==> src/rtl/mul_seq_pkg.sv <==
// Shared constants for the iterative multiply sequencer and the instruction decoder.
package mul_seq_pkg;

  localparam int unsigned DEF_WIDTH = 32;
  localparam int unsigned DEF_CNT_W = 5;

  localparam logic [1:0] S_IDLE = 2'b00;
  localparam logic [1:0] S_RUN  = 2'b01;
  localparam logic [1:0] S_DONE = 2'b10;

  // ALU control encoding of MUL, kept here so the decoder and this block agree
  localparam logic [2:0] ALUCTRL_MUL = 3'b100;

  typedef enum logic [1:0] {
    ST_IDLE = S_IDLE,
    ST_RUN  = S_RUN,
    ST_DONE = S_DONE
  } state_t;

endpackage

==> src/rtl/mul_seq_ctrl_if.sv <==
// Request/response bundle between the main FSM (master) and the multiply sequencer (slave).
interface mul_seq_ctrl_if #(
  parameter int unsigned WIDTH = mul_seq_pkg::DEF_WIDTH
);

  logic             start;
  logic [WIDTH-1:0] src_a;
  logic [WIDTH-1:0] src_b;
  logic             busy;
  logic             done;
  logic [WIDTH-1:0] result;
  logic             flag_n;
  logic             flag_z;
  logic [1:0]       state;

  modport master (
    output start, src_a, src_b,
    input  busy, done, result, flag_n, flag_z, state
  );

  modport slave (
    input  start, src_a, src_b,
    output busy, done, result, flag_n, flag_z, state
  );

endinterface

==> src/rtl/mul_seq_datapath.sv <==
// Shift-add datapath: accumulator, shifting multiplicand and multiplier.
module mul_seq_datapath #(
  parameter int unsigned WIDTH = mul_seq_pkg::DEF_WIDTH
) (
  input  logic             clk,
  input  logic             reset,
  input  logic             load,
  input  logic             step,
  input  logic [WIDTH-1:0] src_a,
  input  logic [WIDTH-1:0] src_b,
  output logic [WIDTH-1:0] acc_nxt_c,
  output logic             mplier_nxt_zero_c
);

  logic [WIDTH-1:0] acc_q;
  logic [WIDTH-1:0] mcand_q;
  logic [WIDTH-1:0] mplier_q;

  // Accumulator value after the current step; carry out of the top bit is dropped
  always_comb begin
    acc_nxt_c         = mplier_q[0] ? (acc_q + mcand_q) : acc_q;
    mplier_nxt_zero_c = ((mplier_q >> 1) == '0);
  end

  // Load operands on start, otherwise advance one bit per step
  always_ff @(posedge clk or negedge reset) begin
    if (!reset) begin
      acc_q    <= '0;
      mcand_q  <= '0;
      mplier_q <= '0;
    end else if (load) begin
      acc_q    <= '0;
      mcand_q  <= src_a;
      mplier_q <= src_b;
    end else if (step) begin
      acc_q    <= acc_nxt_c;
      mcand_q  <= mcand_q << 1;
      mplier_q <= mplier_q >> 1;
    end
  end

endmodule

==> src/rtl/mul_seq_ctrl.sv <==
// Iterative multiply sequencer: IDLE -> RUN (WIDTH steps) -> DONE, result and N/Z flags latched at completion.
// Optional early termination when the remaining multiplier bits are zero: define MUL_SEQ_EARLY_TERM_EN.
module mul_seq_ctrl
  import mul_seq_pkg::*;
#(
  parameter int unsigned WIDTH = DEF_WIDTH,
  parameter int unsigned CNT_W = DEF_CNT_W
) (
  input  logic               clk,
  input  logic               reset,
  mul_seq_ctrl_if.slave      bus
);

`ifdef MUL_SEQ_EARLY_TERM_EN
  localparam bit EARLY_TERM = 1'b1;
`else
  localparam bit EARLY_TERM = 1'b0;
`endif

  localparam logic [CNT_W-1:0] LAST_CNT = CNT_W'(WIDTH - 1);

  state_t           state_q, state_d;
  logic [CNT_W-1:0] cnt_q, cnt_d;
  logic             load, step, fin;
  logic             busy_q, done_q, flag_n_q, flag_z_q;
  logic [WIDTH-1:0] result_q;
  logic [WIDTH-1:0] acc_nxt_c;
  logic             mplier_nxt_zero_c;

  mul_seq_datapath #(.WIDTH(WIDTH)) u_dp (
    .clk               (clk),
    .reset             (reset),
    .load              (load),
    .step              (step),
    .src_a             (bus.src_a),
    .src_b             (bus.src_b),
    .acc_nxt_c         (acc_nxt_c),
    .mplier_nxt_zero_c (mplier_nxt_zero_c)
  );

  // State register
  always_ff @(posedge clk or negedge reset) begin
    if (!reset) state_q <= ST_IDLE;
    else        state_q <= state_d;
  end

  // Next state, datapath controls and iteration count
  always_comb begin
    state_d = state_q;
    cnt_d   = cnt_q;
    load    = 1'b0;
    step    = 1'b0;
    fin     = 1'b0;
    case (state_q)
      ST_IDLE, ST_DONE: begin
        if (bus.start) begin
          load    = 1'b1;
          cnt_d   = '0;
          state_d = ST_RUN;
        end else begin
          state_d = ST_IDLE;
        end
      end
      ST_RUN: begin
        step  = 1'b1;
        cnt_d = cnt_q + CNT_W'(1);
        if ((cnt_q == LAST_CNT) || (EARLY_TERM && mplier_nxt_zero_c)) begin
          fin     = 1'b1;
          state_d = ST_DONE;
        end
      end
      default: state_d = ST_IDLE;
    endcase
  end

  // Counter, status and result registers; result only moves on the RUN->DONE edge
  always_ff @(posedge clk or negedge reset) begin
    if (!reset) begin
      cnt_q    <= '0;
      busy_q   <= 1'b0;
      done_q   <= 1'b0;
      result_q <= '0;
      flag_n_q <= 1'b0;
      flag_z_q <= 1'b0;
    end else begin
      cnt_q  <= cnt_d;
      busy_q <= (state_d == ST_RUN);
      done_q <= (state_d == ST_DONE);
      if (fin) begin
        result_q <= acc_nxt_c;
        flag_n_q <= acc_nxt_c[WIDTH-1];
        flag_z_q <= (acc_nxt_c == '0);
      end
    end
  end

  assign bus.busy   = busy_q;
  assign bus.done   = done_q;
  assign bus.result = result_q;
  assign bus.flag_n = flag_n_q;
  assign bus.flag_z = flag_z_q;
  assign bus.state  = state_q;

endmodule

==> src/flat_wrapper.sv <==
// flat-port wrapper written by rule: the top's interface ports become plain ports
module mul_seq_ctrl_flat import mul_seq_pkg::*;
#(
  parameter int unsigned WIDTH = DEF_WIDTH,
  parameter int unsigned CNT_W = DEF_CNT_W
)
  (clk, reset, bus_start, bus_src_a, bus_src_b, bus_busy, bus_done, bus_result, bus_flag_n, bus_flag_z, bus_state);
  mul_seq_ctrl_if #(.WIDTH(WIDTH)) bus_i ();
  input  logic clk;
  input  logic reset;
  input wire logic [$bits(bus_i.start)-1:0] bus_start;
  input wire logic [$bits(bus_i.src_a)-1:0] bus_src_a;
  input wire logic [$bits(bus_i.src_b)-1:0] bus_src_b;
  output wire logic [$bits(bus_i.busy)-1:0] bus_busy;
  output wire logic [$bits(bus_i.done)-1:0] bus_done;
  output wire logic [$bits(bus_i.result)-1:0] bus_result;
  output wire logic [$bits(bus_i.flag_n)-1:0] bus_flag_n;
  output wire logic [$bits(bus_i.flag_z)-1:0] bus_flag_z;
  output wire logic [$bits(bus_i.state)-1:0] bus_state;
  assign bus_i.start = bus_start;
  assign bus_i.src_a = bus_src_a;
  assign bus_i.src_b = bus_src_b;
  assign bus_busy = bus_i.busy;
  assign bus_done = bus_i.done;
  assign bus_result = bus_i.result;
  assign bus_flag_n = bus_i.flag_n;
  assign bus_flag_z = bus_i.flag_z;
  assign bus_state = bus_i.state;
  mul_seq_ctrl #(.WIDTH(WIDTH), .CNT_W(CNT_W)) u_core (.clk(clk), .reset(reset), .bus(bus_i));
endmodule
==> config.mk <==
export PLATFORM = sky130hd
export DESIGN_NAME = mul_seq_ctrl_flat
export DESIGN_NICKNAME = d
export VERILOG_FILES = /design/src/rtl/mul_seq_pkg.sv /design/src/rtl/mul_seq_ctrl_if.sv /design/src/rtl/mul_seq_datapath.sv /design/src/rtl/mul_seq_ctrl.sv /design/src/flat_wrapper.sv
export SDC_FILE = /design/constraint.sdc
export NUM_CORES = 1
export LEC_CHECK = 0
export ABC_AREA = 1
export CAP_MARGIN = 20
export CORE_AREA = 2 2 135 164
export CTS_BUF_LIST = sky130_fd_sc_hd__clkbuf_4 sky130_fd_sc_hd__clkbuf_8
export CTS_CLUSTER_SIZE = 30
export DETAILED_ROUTE_END_ITERATION = 8
export DIE_AREA = 0 0 137 166
export GPL_TIMING_DRIVEN = 1
export SLEW_MARGIN = 10
export SYNTH_ARGS = -nofsm -noshare
export SYNTH_HDL_FRONTEND = slang
export SYNTH_SLANG_ARGS = --single-unit
==> constraint.sdc <==
create_clock -name clk -period 2.73 [get_ports clk]
set_clock_uncertainty 0.15 [all_clocks]
set_input_delay 0.6825 -clock clk [delete_from_list [all_inputs] [get_ports clk]]
set_output_delay 0.6825 -clock clk [all_outputs]
set_load 0.1 [all_outputs]
==> out/results.ini <==
[finish]
antenna_cells = 0
final_nets = 1415
layout.cells.non_filler = 1600
fillers = 2161
drive_gt1_frac = 0.131
final_cell_mix = nand2_1 (458), inv_1 (190), dfrtp_1 (138)
mostFrequentLayoutCell = nand2_1
synthToLayoutAreaGrowth_pct = 24.9

[logic_synthesis]
synth-xor-area-share = 0.00314
synth_top_family_by_area = simple AND/OR/NAND/NOR gates
synthTopCellsByArea = dfrtp_1 (41%), nand2_1 (21%), inv_1 (8.5%)
syn_inst = 1203
synth_compound_area_frac = 0.106
synth_seq_cells = 138
synth_top_cell_area_share = 0.413
synth_nets = 1304
synth_area_mm2 = 0.00836
ys.flop_type = dfrtp_1
synth-simple-area-share = 0.320
synth-async-reset-ratio = 1.00
synth_edf_count = 0
yosysSeqAreaShare = 0.413
syn_avg_cell_area_um2 = 6.95
yosysWarnings = 0
muxShareOfSynthArea = 0
synth_area_leader_cell = dfrtp_1
synth_cell_types = 36
synth_fa_ha_area_frac = 0.0518

[floorplanning]
start_util = 0.393
die_h_um = 166
num_rows = 59
fp.dieW_um = 137
io_pins = 105
die_area_mm2 = 0.0227
fp.coreArea_mm2 = 0.0213

[power]
pwr_density_cell_mw_per_mm2 = 1380
cellLeakagePower_uw = 0.00529
p_int_uw = 6850
seqPwrFrac = 0.245
swShare = 0.525
power.switching_uw = 7580
combPwrFrac = 0.631
p_clk_frac = 0.124
ir_drop_uv = 570

[grt]
grt_usage = 0.224
grt_pass1_vias = 8023
grt_start_max_net_pins = 68
antenna_found_initial = 0
grt_pass1_wl_mm = 39.9
grt.overflow.total = 0

[critical_path]
crit_fanout = 3
worstSetupPathType = flip-flop to flip-flop
arrival_ps = 2830
worst_path_most_repeated_cell = nand2_1
crit_family = simple AND/OR/NAND/NOR gates
crit_slowest_cell = dfrtp_1
worst_setup_path_end_kind = flip-flop
cp.required_ps = 2980
startpoint = u_core.u_dp.mcand_q[0]
path_cells = ha_4, fa_2, buf_4, nand3_1, nand3_2, nand2_1, nand3_1, nand3_1, nand2_1, nor2_4, nand2_1, nor2_4, nand3_2, nand2_1
critPathBufInv = 1
reg2reg_from = u_core.u_dp.mcand_q[0]
max_stage_delay_ps = 430
reg2reg_slack_ps = 140
critPathLaunchType = flip-flop

[place]
portBuffers = 104
hpwl_mm = 18.2
dp_cells = 1566
place.gp.congestion = 0.967

[sta]
worstMarginPinSlew_ps = 743
finalSetupViolCount = 0
rsz0062_at_grt = false
relSlewSlack = 0.505
fin_crit_ps = 2590
max_freq_mhz = 386
hold_violations = 0
period_share = 0.948
maxSlewViolCount = 0
fin_hold_ws_ps = 32.4
tns_ps = 0

[drt]
wire_per_inst_um = 15.2
wl_mm = 24.3
num_vias = 7889
drt_iter0_drc = 351
drc = 0
firstDrtPassIters = 7
ant_nets = 0
viasPerCell = 4.93

[clocking]
cts_buffer_depth = 2
cts_sinks = 138
hold_buffers = 0
worst_setup_hold_path_clk_slew_ps = 90
clockRootBuffer = clkbuf_8
clkLatencyLatePin_ps = 450
cts-htree-levels = 4
cts_tree = done
cts-buffers-inserted = 17

[hold_path]
hold_class = primary input to asynchronous set/reset pin

[status]
status = finished clean

[flow_run]
maxCapViolCount = 0

==> stage by stage <==
| stage | setup slack, ps | cell area, µm² | utilization | total power, µW |
|---|---|---|---|---|
| 6_report | 142 | 10400 | 0.491 | 14400 |
| 5_1_grt | 2.28 | 10400 | 0.491 | 15700 |
| 4_1_cts | 6.49 | 10200 | 0.478 | 14000 |
| 3_5_place_dp | -11.6 | 9740 | 0.458 | 12100 |
| 3_3_place_gp | -43.0 | 9740 | 0.458 | 12100 |
| 2_1_floorplan | 335 | 8360 | - | 9660 |
==> area by class of cell <==
cell class | count | area (µm²) | share of cell area
multi-input cells | 831 | 4300 | 0.412
flip-flops and latches | 138 | 3450 | 0.331
repair buffers | 132 | 1210 | 0.116
inverters | 194 | 728 | 0.0697
well taps | 274 | 343 | 0.0328
clock buffers | 18 | 241 | 0.0231
clock inverters | 13 | 168 | 0.0161
==> Yosys cell counts, types with 4 or more instances <==
cell type / count
o211ai_1: 4
dfrtp_1: 138
a22o_1: 4
ha_1: 33
clkbuf_1: 31
o22ai_1: 8
nand3_1: 81
buf_1: 5
nand2_1: 467
inv_1: 190
o21ai_0: 71
nand2_2: 4
nand3b_1: 9
nor2_2: 9
nand4_1: 9
nor2_1: 60
o221ai_1: 31
a21oi_1: 18
==> registers in the layout, summed over array words and instances, names as in the netlist <==
signal / flops
u_core.bus.state: 2
u_core.bus.busy: 1
u_core.u_dp.acc_q: 32
u_core.bus.done: 1
u_core.cnt_q: 5
u_core.bus.result: 32
u_core.u_dp.mcand_q: 32
u_core.bus.flag_z: 1
u_core.u_dp.mplier_q: 32
==> path summary, 6_finish.rpt <==
kind                                            end  cells past startpoint
min reg2reg                         u_core.cnt_q[3]                      1
max in group asynchronous     u_core.u_dp.acc_q[24]                      2
max                               u_core.bus.flag_z                     14
min in group clk                    u_core.cnt_q[3]                      1
min                        u_core.u_dp.mplier_q[25]                      1
max reg2reg                       u_core.bus.flag_z                     14
==> logic make-up after synthesis <==
group	after synthesis
simple gates	651
flops	138
xor+xnor	3
buf+inv	234
fa+ha+maj	34
compound gates	143
==> power groups by stage <==
stage / Sequential [µW] / Combinational (µW) / Clock [µW]
2_1_floorplan: 4590 / 5070 / 0
3_3_place_gp: 3510 / 8560 / 0
3_5_place_dp: 3520 / 8630 / 0
4_1_cts: 3490 / 8670 / 1820
5_1_grt: 3650 / 10200 / 1930
6_report: 3540 / 9110 / 1780
==> worst register-to-register path, delay by kind of cell, from the launching register on <==
kind / cells / cell delay, ps
flops: 1 / 430
simple gates: 11 / 1210
buf+inv: 1 / 160
fa+ha+maj: 2 / 580
==> per-layer routing <==
metal  up-vias  track usage  wire [µm]
met5         -            0          0
met4         0       0.0753        647
met3        36       0.0443       1070
met2       164        0.374      11700
met1      3673        0.287      10800
li1       4016            -          -
==> timing repair <==
action,in CTS,in global routing
gates resized for setup,3,65
setup endpoints to repair,1,5
setup buffers,0,3
pin swaps,0,17
cloned,0,0
Power figures use the tool's default switching activity.
